### config.mk
export PLATFORM = sky130hd
export DESIGN_NAME = muldiv_sequencer
export DESIGN_NICKNAME = d
export VERILOG_FILES = /design/src/rtl/muldiv_sequencer.sv
export SDC_FILE = /design/constraint.sdc
export NUM_CORES = 1
export LEC_CHECK = 0
export CAP_MARGIN = 15
export CORE_MARGIN = 2
export CORE_UTILIZATION = 45
export DETAILED_ROUTE_END_ITERATION = 6
export HOLD_SLACK_MARGIN = 0.06
export PLACE_DENSITY = 0.66
export SLEW_MARGIN = 25
export SYNTH_ARGS = -nofsm -noshare
export SYNTH_HDL_FRONTEND = slang
export SYNTH_SLANG_ARGS = --single-unit
### constraint.sdc
create_clock -name Clk -period 6.7 [get_ports Clk]
set_clock_uncertainty 0.2 [all_clocks]
set_input_delay 1.34 -clock Clk [delete_from_list [all_inputs] [get_ports Clk]]
set_output_delay 1.34 -clock Clk [all_outputs]
set_load 0.005 [all_outputs]
### src/rtl/muldiv_sequencer.sv
// Iterative multiply/divide sequencer that owns the Hi/Lo register pair.
// A radix-2 shift-add multiplier and a restoring divider share one
// 2*DATA_W working register (p_hi:p_lo). Signed operands are reduced to
// magnitudes at accept time, and a single FIX cycle restores the signs.
module muldiv_sequencer #(
    parameter int DATA_W = 32
) (
    input  logic              Clk,
    input  logic              reset,
    input  logic              start,
    input  logic [2:0]        op,
    input  logic [DATA_W-1:0] rs_val,
    input  logic [DATA_W-1:0] rt_val,
    input  logic              hilo_rd,
    input  logic              kill,
    output logic              busy,
    output logic              stall,
    output logic              done,
    output logic [DATA_W-1:0] Hi,
    output logic [DATA_W-1:0] Lo
);
    localparam int CNT_W = $clog2(DATA_W);

    localparam logic [2:0] OP_MULT  = 3'd0;
    localparam logic [2:0] OP_MULTU = 3'd1;
    localparam logic [2:0] OP_DIV   = 3'd2;
    localparam logic [2:0] OP_DIVU  = 3'd3;
    localparam logic [2:0] OP_MADD  = 3'd4;
    localparam logic [2:0] OP_MSUB  = 3'd5;
    localparam logic [2:0] OP_MTHI  = 3'd6;
    localparam logic [2:0] OP_MTLO  = 3'd7;

    typedef enum logic [2:0] {S_IDLE, S_MUL, S_DIV, S_FIX, S_ACC} state_t;

    state_t             state, state_n;
    logic [CNT_W-1:0]   cnt;
    logic [2:0]         op_q;
    logic               sign_a, sign_b, dz;
    logic [DATA_W-1:0]  a_q, b_q, p_hi, p_lo;

    // Decode of the op being presented, and of the op in flight
    logic               in_signed, in_div, in_mt;
    logic               q_div, q_acc, last_iter;
    logic [DATA_W-1:0]  rs_mag, rt_mag;
    logic               accept, hilo_we;

    assign in_signed = (op == OP_MULT) || (op == OP_DIV) ||
                       (op == OP_MADD) || (op == OP_MSUB);
    assign in_div    = (op == OP_DIV) || (op == OP_DIVU);
    assign in_mt     = (op == OP_MTHI) || (op == OP_MTLO);
    assign rs_mag    = (in_signed && rs_val[DATA_W-1]) ? -rs_val : rs_val;
    assign rt_mag    = (in_signed && rt_val[DATA_W-1]) ? -rt_val : rt_val;

    assign q_div     = (op_q == OP_DIV) || (op_q == OP_DIVU);
    assign q_acc     = (op_q == OP_MADD) || (op_q == OP_MSUB);
    assign last_iter = (cnt == CNT_W'(DATA_W - 1));

    assign busy  = (state != S_IDLE);
    assign stall = busy & (start | hilo_rd);

    // Iteration datapath and sign fixup terms
    logic [DATA_W:0]     mul_sum, div_shift, div_diff;
    logic                div_ge, neg;
    logic [2*DATA_W-1:0] prod_fix, acc_sum;
    logic [DATA_W-1:0]   q_fix, r_fix;

    assign mul_sum   = {1'b0, p_hi} + (p_lo[0] ? {1'b0, a_q} : '0);
    // Remainder stays below the divisor, so one extra bit holds the shifted value
    assign div_shift = {p_hi, p_lo[DATA_W-1]};
    assign div_ge    = (div_shift >= {1'b0, b_q});
    assign div_diff  = div_shift - {1'b0, b_q};
    assign neg       = sign_a ^ sign_b;
    assign prod_fix  = neg ? -{p_hi, p_lo} : {p_hi, p_lo};
    assign q_fix     = neg ? -p_lo : p_lo;
    assign r_fix     = sign_a ? -p_hi : p_hi;
    assign acc_sum   = (op_q == OP_MSUB) ? ({Hi, Lo} - {p_hi, p_lo})
                                         : ({Hi, Lo} + {p_hi, p_lo});

    // State register
    always_ff @(posedge Clk) begin
        if (reset) state <= S_IDLE;
        else       state <= state_n;
    end

    // Next state, accept and Hi/Lo write-enable decode
    always_comb begin
        state_n = state;
        accept  = 1'b0;
        hilo_we = 1'b0;
        case (state)
            S_IDLE: begin
                if (start && !kill) begin
                    accept = 1'b1;
                    if (in_mt)       hilo_we = 1'b1;
                    else if (in_div) state_n = (rt_val == '0) ? S_FIX : S_DIV;
                    else             state_n = S_MUL;
                end
            end
            S_MUL, S_DIV: begin
                if (kill)           state_n = S_IDLE;
                else if (last_iter) state_n = S_FIX;
            end
            S_FIX: begin
                if (kill)       state_n = S_IDLE;
                else if (q_acc) state_n = S_ACC;
                else begin
                    state_n = S_IDLE;
                    hilo_we = 1'b1;
                end
            end
            S_ACC: begin
                state_n = S_IDLE;
                hilo_we = !kill;
            end
            default: state_n = S_IDLE;
        endcase
    end

    // Operand capture, iteration, fixup and Hi/Lo update
    always_ff @(posedge Clk) begin
        if (reset) begin
            done   <= 1'b0;
            Hi     <= '0;
            Lo     <= '0;
            cnt    <= '0;
            op_q   <= '0;
            sign_a <= 1'b0;
            sign_b <= 1'b0;
            dz     <= 1'b0;
            a_q    <= '0;
            b_q    <= '0;
            p_hi   <= '0;
            p_lo   <= '0;
        end else begin
            done <= hilo_we;
            case (state)
                S_IDLE: begin
                    if (accept) begin
                        if (op == OP_MTHI)      Hi <= rs_val;
                        else if (op == OP_MTLO) Lo <= rs_val;
                        else begin
                            op_q   <= op;
                            cnt    <= '0;
                            sign_a <= in_signed & rs_val[DATA_W-1];
                            sign_b <= in_signed & rt_val[DATA_W-1];
                            dz     <= in_div && (rt_val == '0);
                            p_hi   <= '0;
                            b_q    <= rt_mag;
                            if (in_div) begin
                                // raw dividend kept for the divide-by-zero result
                                a_q  <= rs_val;
                                p_lo <= rs_mag;
                            end else begin
                                a_q  <= rs_mag;
                                p_lo <= rt_mag;
                            end
                        end
                    end
                end
                S_MUL: begin
                    p_hi <= mul_sum[DATA_W:1];
                    p_lo <= {mul_sum[0], p_lo[DATA_W-1:1]};
                    cnt  <= cnt + CNT_W'(1);
                end
                S_DIV: begin
                    p_hi <= div_ge ? div_diff[DATA_W-1:0] : div_shift[DATA_W-1:0];
                    p_lo <= {p_lo[DATA_W-2:0], div_ge};
                    cnt  <= cnt + CNT_W'(1);
                end
                S_FIX: begin
                    if (!kill) begin
                        if (dz) begin
                            Hi <= a_q;
                            Lo <= '1;
                        end else if (q_div) begin
                            Hi <= r_fix;
                            Lo <= q_fix;
                        end else if (q_acc) begin
                            {p_hi, p_lo} <= prod_fix;
                        end else begin
                            {Hi, Lo} <= prod_fix;
                        end
                    end
                end
                S_ACC: begin
                    if (!kill) {Hi, Lo} <= acc_sum;
                end
                default: ;
            endcase
        end
    end

endmodule

# [Yosys cells after proc, flatten, opt, wreduce, memory -nomap -nowiden]
# Index checks and enable logic that the tools add are counted.
[totals] regBits=207 wordCells=149 input_bits=72
[op_classes] magnitude_cmp=1 reduce_logical=26 n_mux=63 eq_ne=29 bitwise_logic=7 n_addsub=10
[op_table] cell="$mux W32" n=37
[op_table] cell="$pmux W32 S4" n=2
[op_table] cell="$pmux W32 S3" n=2
[op_table] cell="$mux W64" n=2
[op_table] cell="$neg A32 Y32" n=4
[op_table] cell="$add A64 B64 Y64" n=1
[op_table] cell="$neg A64 Y64" n=1
[op_table] cell="$sub A64 B64 Y64" n=1
[op_table] cell="$add A32 B32 Y33" n=1
[op_table] cell="$ge A33 B32 Y1" n=1
[op_table] cell="$logic_not A32 Y1" n=1
[op_table] cell="$sub A32 B32 Y32" n=1
[op_table] cell="$ne A2 B2 Y1 const B" n=12
[op_table] cell="$eq A3 B3 Y1 const B" n=7
[op_table] cell="$eq A3 B2 Y1 const B" n=6
[op_table] cell="$mux W3" n=6
[op_table] cell="$mux W5" n=3
[op_table] cell="$pmux W5 S2" n=1
[op_table] cell="$pmux W3 S3" n=1
[op_table] cell="$reduce_and A4 Y1" n=2
[op_table] cell="$reduce_and A8 Y1" n=1
[op_table] cell="$logic_or A1 B1 Y1" n=7
[op_table] cell="$mux W1" n=7
[op_table] cell="$reduce_and A7 Y1" n=1
[op_table] cell="other kinds (20)" n=28

# [Longest topological paths before layout]
[depth] ltp_word=11 mapped_depth=21 depth_no_buf=21

# [Least setup slack after synthesis]
# Ideal clock, no wire load.
[synth_path] path_type="register to register" from="reg p_hi[1]" to="reg Hi[31]" setup_ps=131 arrival_ps=4563 stages_incl_launch_ff=21 setup_slack_ps=1805 synth_period_minus_slack_ps=4895 path_buffers=0 cell_sequence="dfxtp_1 > inv_1 > ha_1 > or3b_4 > or3_4 > or3_4 > or4_4 > nor2_1 > nor2_1 > xnor2_1 > ha_1 > a21o_1 > a21o_1 > a21oi_1 > o21ai_0 > a221oi_1 > o21ai_0 > a21oi_1 > o41ai_1 > xnor2_1 > o32ai_1"
[synth_via] elab_chain_cells=7
[synth_lines] item="start: declaration" line="39" rtl="logic [DATA_W-1:0] a_q, b_q, p_hi, p_lo;"
[synth_lines] item="start signal: assignment" line="161" rtl="p_hi <= mul_sum[DATA_W:1];"
[synth_lines] item="start signal: assignment" line="166" rtl="p_hi <= div_ge ? div_diff[DATA_W-1:0] : div_shift[DATA_W-1:0];"
[synth_lines] item="start signal: assignment" line="179" rtl="{p_hi, p_lo} <= prod_fix;"
[synth_lines] item="$neg A64 Y64" line="73" rtl="assign prod_fix = neg ? -{p_hi, p_lo} : {p_hi, p_lo};"
[synth_lines] item="$mux W64" line="73"
[synth_lines] item="$mux W32" line="178" rtl="end else if (q_acc) begin"
[synth_lines] item="$mux W32" line="175" rtl="end else if (q_div) begin"
[synth_lines] item="$mux W32" line="172" rtl="if (dz) begin"
[synth_lines] item="$mux W32" line="171" rtl="if (!kill) begin"
[synth_lines] item="$pmux W32 S3 *" line="136" rtl="case (state)"
[synth_lines] item="end signal: assignment" line="139" rtl="if (op == OP_MTHI) Hi <= rs_val;"
[synth_lines] item="end signal: assignment" line="173" rtl="Hi <= a_q;"
[synth_lines] item="end signal: assignment" line="176" rtl="Hi <= r_fix;"
[synth_lines] item="end: declaration" line="19" rtl="output logic [DATA_W-1:0] Hi,"
# Every way passes the cells marked *; elsewhere a longest branch is shown, timed or not. The select of a mux whose other input is x is not followed.
# A chain may end at the register's enable or synchronous reset.

# [Worst setup path in the final report]
[layout_path] from="reg p_lo[7]" to="reg Hi[28]"
[layout_via] elab_chain_cells=7
[layout_lines] item="start: declaration" line="39"
[layout_lines] item="start signal: assignment" line="152" rtl="p_lo <= rs_mag;"
[layout_lines] item="start signal: assignment" line="155" rtl="p_lo <= rt_mag;"
[layout_lines] item="start signal: assignment" line="162" rtl="p_lo <= {mul_sum[0], p_lo[DATA_W-1:1]};"
[layout_lines] item="$neg A64 Y64" line="73"
[layout_lines] item="$mux W64" line="73"
[layout_lines] item="$mux W32" line="178"
[layout_lines] item="$mux W32" line="175"
[layout_lines] item="$mux W32" line="172"
[layout_lines] item="$mux W32" line="171"
[layout_lines] item="$pmux W32 S3 *" line="136"
# Marks and branches as above.

==> impl_metrics.json <==
{
  "endpoint_kind": "register",
  "grt_max_degree": 86,
  "relSlewSlack_pct": 25.1,
  "syn_area_per_cell_um2": 6.90,
  "dpl_cell_area_um2": 24200,
  "post_drt_wl_per_cell_um": 27.5,
  "max_slew.worst_pin.slew_ns": 1.12,
  "netlist_top_cells_area": "dfxtp_1 (19%), ha_1 (7.4%), nor2_1 (7.1%), xnor2_1 (6.8%), a21oi_1 (6.7%)",
  "crit_top_cell": "o21ai_0",
  "ys_seq_area_share_pct": 18.5,
  "synth_cell_types": 78,
  "overflow": 0,
  "path_class": "register to register",
  "firstDrtPassIters": 7,
  "synthMuxAreaShare_pct": 0.995,
  "syn_nets": 3452,
  "timing.reg2reg.setup_slack_ns": 0.69,
  "routed_wl_mm": 107,
  "syn_area_um2": 22400,
  "worst_hold_path.num_cells": 2,
  "grt_pass1_vias": 24500,
  "cts.sinks": 207,
  "ios": 139,
  "fmax_ghz": 0.166,
  "crit_required_ns": 7.00,
  "peakVddDrop_uv": 279,
  "grt_pass1_wl_mm": 156,
  "clkPwrFrac_pct": 35.1,
  "synthCells": 3244,
  "post-route-drc-count": 12,
  "cts_buffers": 29,
  "setup_slack_ns": 0.688,
  "ant_nets": 0,
  "hold_viol": 0,
  "yosys.area_share.simple_pct": 23.7,
  "viasPerCell": 6.66,
  "layoutNonFillerInstCount": 3897,
  "finalCritPeriodShare_pct": 89.7,
  "cp_num_buf_inv": 0,
  "diodes": 0,
  "grt_antenna_before_repair": 3,
  "tritoncts": "built",
  "synth_edf_count": 0,
  "path_max_fanout": 10,
  "status": "complete, but fails checks",
  "post-cts-setup-buffers": 0,
  "start_kind": "register",
  "synthAdderAreaFrac_pct": 7.70,
  "synthTopCellsByCount": "nor2_1 (423), a21oi_1 (301), nand2_1 (284), clkbuf_1 (258), o21ai_0 (245)",
  "cts-root-buf": "clkbuf_16",
  "cp.arrival_ns": 6.31,
  "yosysWarningCount": 0,
  "maxSlewViolCount": 0,
  "synth.largest_area_cell": "dfxtp_1",
  "ys_seq_elements": 207,
  "numPortBuffers": 138,
  "htreeDepth": 1,
  "drt-initial-drc-count": 2950,
  "final-seq-area_um2": 4140,
  "reg2reg_depth": 17,
  "cts_buffer_depth": 3,
  "core.rowCount": 81,
  "min_path_type": "register to register",
  "syn_to_final_growth_pct": 12.8,
  "power_leakage_nw": 9.90,
  "dieArea_um2": 51600,
  "place_ws_ns": 0.840,
  "rsz0062_at_grt": "no",
  "hpwl_mm": 81.9,
  "power_density_nw_per_um2": 205,
  "grt_usage_pct": 40.5,
  "initial_core_util_pct": 45.7,
  "ctsResizeCount": 0,
  "layout-drive-gt1-share_pct": 5.20,
  "final_nets": 3420,
  "violations": "design-rule violations",
  "path_delay_family": "compound AO/OA/AOI/OAI gates",
  "seqPwrFrac_pct": 26.8,
  "finalInstanceArea_um2": 25300,
  "placed_cells": 3845,
  "synthArstFlopShare_pct": 0,
  "cap_violations": 0,
  "hold_ws_ns": 0.260,
  "fin_setup_tns_ns": 0,
  "synth_top_cell_area_share_pct": 18.5,
  "cp_cell_sequence": "nor4_1 -> nand4_1 -> nor3_1 -> nor3b_1 -> a21oi_1 -> xnor2_1 -> ha_1 -> a21oi_1 -> o21ai_0 -> a221oi_1 -> o21ai_0 -> a221oi_1 -> nand2_1 -> a41oi_1 -> o21ai_0 -> xnor2_1 -> o41ai_1",
  "synth_top_flop_cell": "dfxtp_1",
  "design.core.area_um2": 49100,
  "power.share.switching_pct": 40.1,
  "dieHeight_um": 227,
  "synth_compound_area_share_pct": 30.7,
  "slowest_delay_ns": 0.52,
  "multi_input_area_um2": 16900,
  "vias": 26000,
  "fill_cells": 5098,
  "power_frac_comb_pct": 38.1,
  "clkTransAtPathRegs_ns": 0.06,
  "intPower_mw": 3.10,
  "cts_hold_repair.buffers": 0,
  "die_w_um": 227,
  "gp_congestion": 1.07,
  "path_depth": 17,
  "synth.most_common_cell": "nor2_1",
  "slowest_stage": "nor3_1",
  "synth_top_family_by_area": "compound AO/OA/AOI/OAI gates",
  "synth_xor_area_share_pct": 12.2,
  "period_needed_ns": 6.01,
  "setup_violations": 0,
  "p_switching_mw": 2.07,
  "clkLatencyLatePin_ns": 0.63
}
[sequential cells by signal, summed over array words and instances (netlist names)]
| signal | count |
|---|---|
| Hi | 32 |
| Lo | 32 |
| a_q | 32 |
| b_q | 32 |
| p_hi | 32 |
| p_lo | 32 |
| cnt | 5 |
| op_q | 3 |
| state | 3 |
| done | 1 |
| dz | 1 |
| sign_a | 1 |
| sign_b | 1 |
[metal layers]
layer / GRT usage, % / share of wire [%]
met5: 0 / 0.023
met4: 28.1 / 8.2
met3: 7.61 / 9.0
met2: 62.7 / 43
met1: 50.8 / 40
[worst reg2reg max path: cells and delay by family (launching register included)]
kind                     cells  cell delay [ns]
flip-flops                   1             0.42
AO/OA/AOI/OAI                9             2.61
XOR/XNOR                     2             0.32
adder cells (fa/ha/maj)      1             0.23
AND/OR/NAND/NOR              5             2.12
[power groups by stage]
stage          sequential (mW)  combinational (mW)  clock [mW]
2_1_floorplan             1.35                1.31           0
3_3_place_gp              1.41                1.89           0
3_5_place_dp              1.41                1.90           0
4_1_cts                   1.38                1.91        1.81
5_1_grt                   1.39                2.11        1.85
6_report                  1.39                1.97        1.82
[path summary, 6_finish.rpt]
path / endpoint / startpoint
worst max-delay path: Hi[28] / p_lo[7]
worst min-delay path: b_q[31] / b_q[31]
worst max register to register: Hi[28] / p_lo[7]
worst min register to register: b_q[31] / b_q[31]
[per-stage QoR]
| stage | power (mW) | util [%] |
|---|---|---|
| after global routing | 5.35 | 51.5 |
| after detailed placement | 3.31 | 49.3 |
| after global placement | 3.29 | 49.3 |
| after CTS | 5.10 | 51.5 |
| after floorplan | 2.67 | - |
| final | 5.17 | 51.5 |
[cell type report]
cell class	instances	area share [%]
Clock inverter	13	0.951
Inverter	88	1.31
Multi-Input combinational cell	2674	67.0
Sequential cell	207	16.4
Tap cell	664	3.29
Timing Repair Buffer	212	7.72
Clock buffer	39	3.30
[placed cells by master (no fill, tap or decap), types with 23 or more instances in the layout]
cell type,Yosys,layout
xnor2_1,175,175
nand2b_1,25,25
o21ai_0,245,245
ha_1,133,133
a31oi_1,37,37
a311oi_1,25,25
inv_1,88,88
and3_1,28,27
clkdlybuf4s50_1,0,137
or3_1,47,47
o21bai_1,28,28
buf_4,1,73
clkbuf_16,0,29
nor3_1,102,100
o211ai_1,27,27
nor2b_1,24,23
xor2_1,137,137
nor2_1,423,418
and2_1,52,51
a221o_1,31,31
nand2_1,284,283
a21oi_1,301,300
nand4_1,39,39
a222oi_1,23,23
a2111oi_0,24,23
a221oi_1,44,44
dfxtp_1,207,207
a211oi_1,75,75
a21o_1,62,62
nand3_1,54,54
[kinds of logic after synthesis]
kind of cell	count (synthesis)
AND/OR/NAND/NOR	1145
multiplexers	22
flip-flops	207
AO/OA/AOI/OAI	1059
adder cells (fa/ha/maj)	136
XOR/XNOR	312
buffers and inverters	363
(Power assumes the default switching activity.)
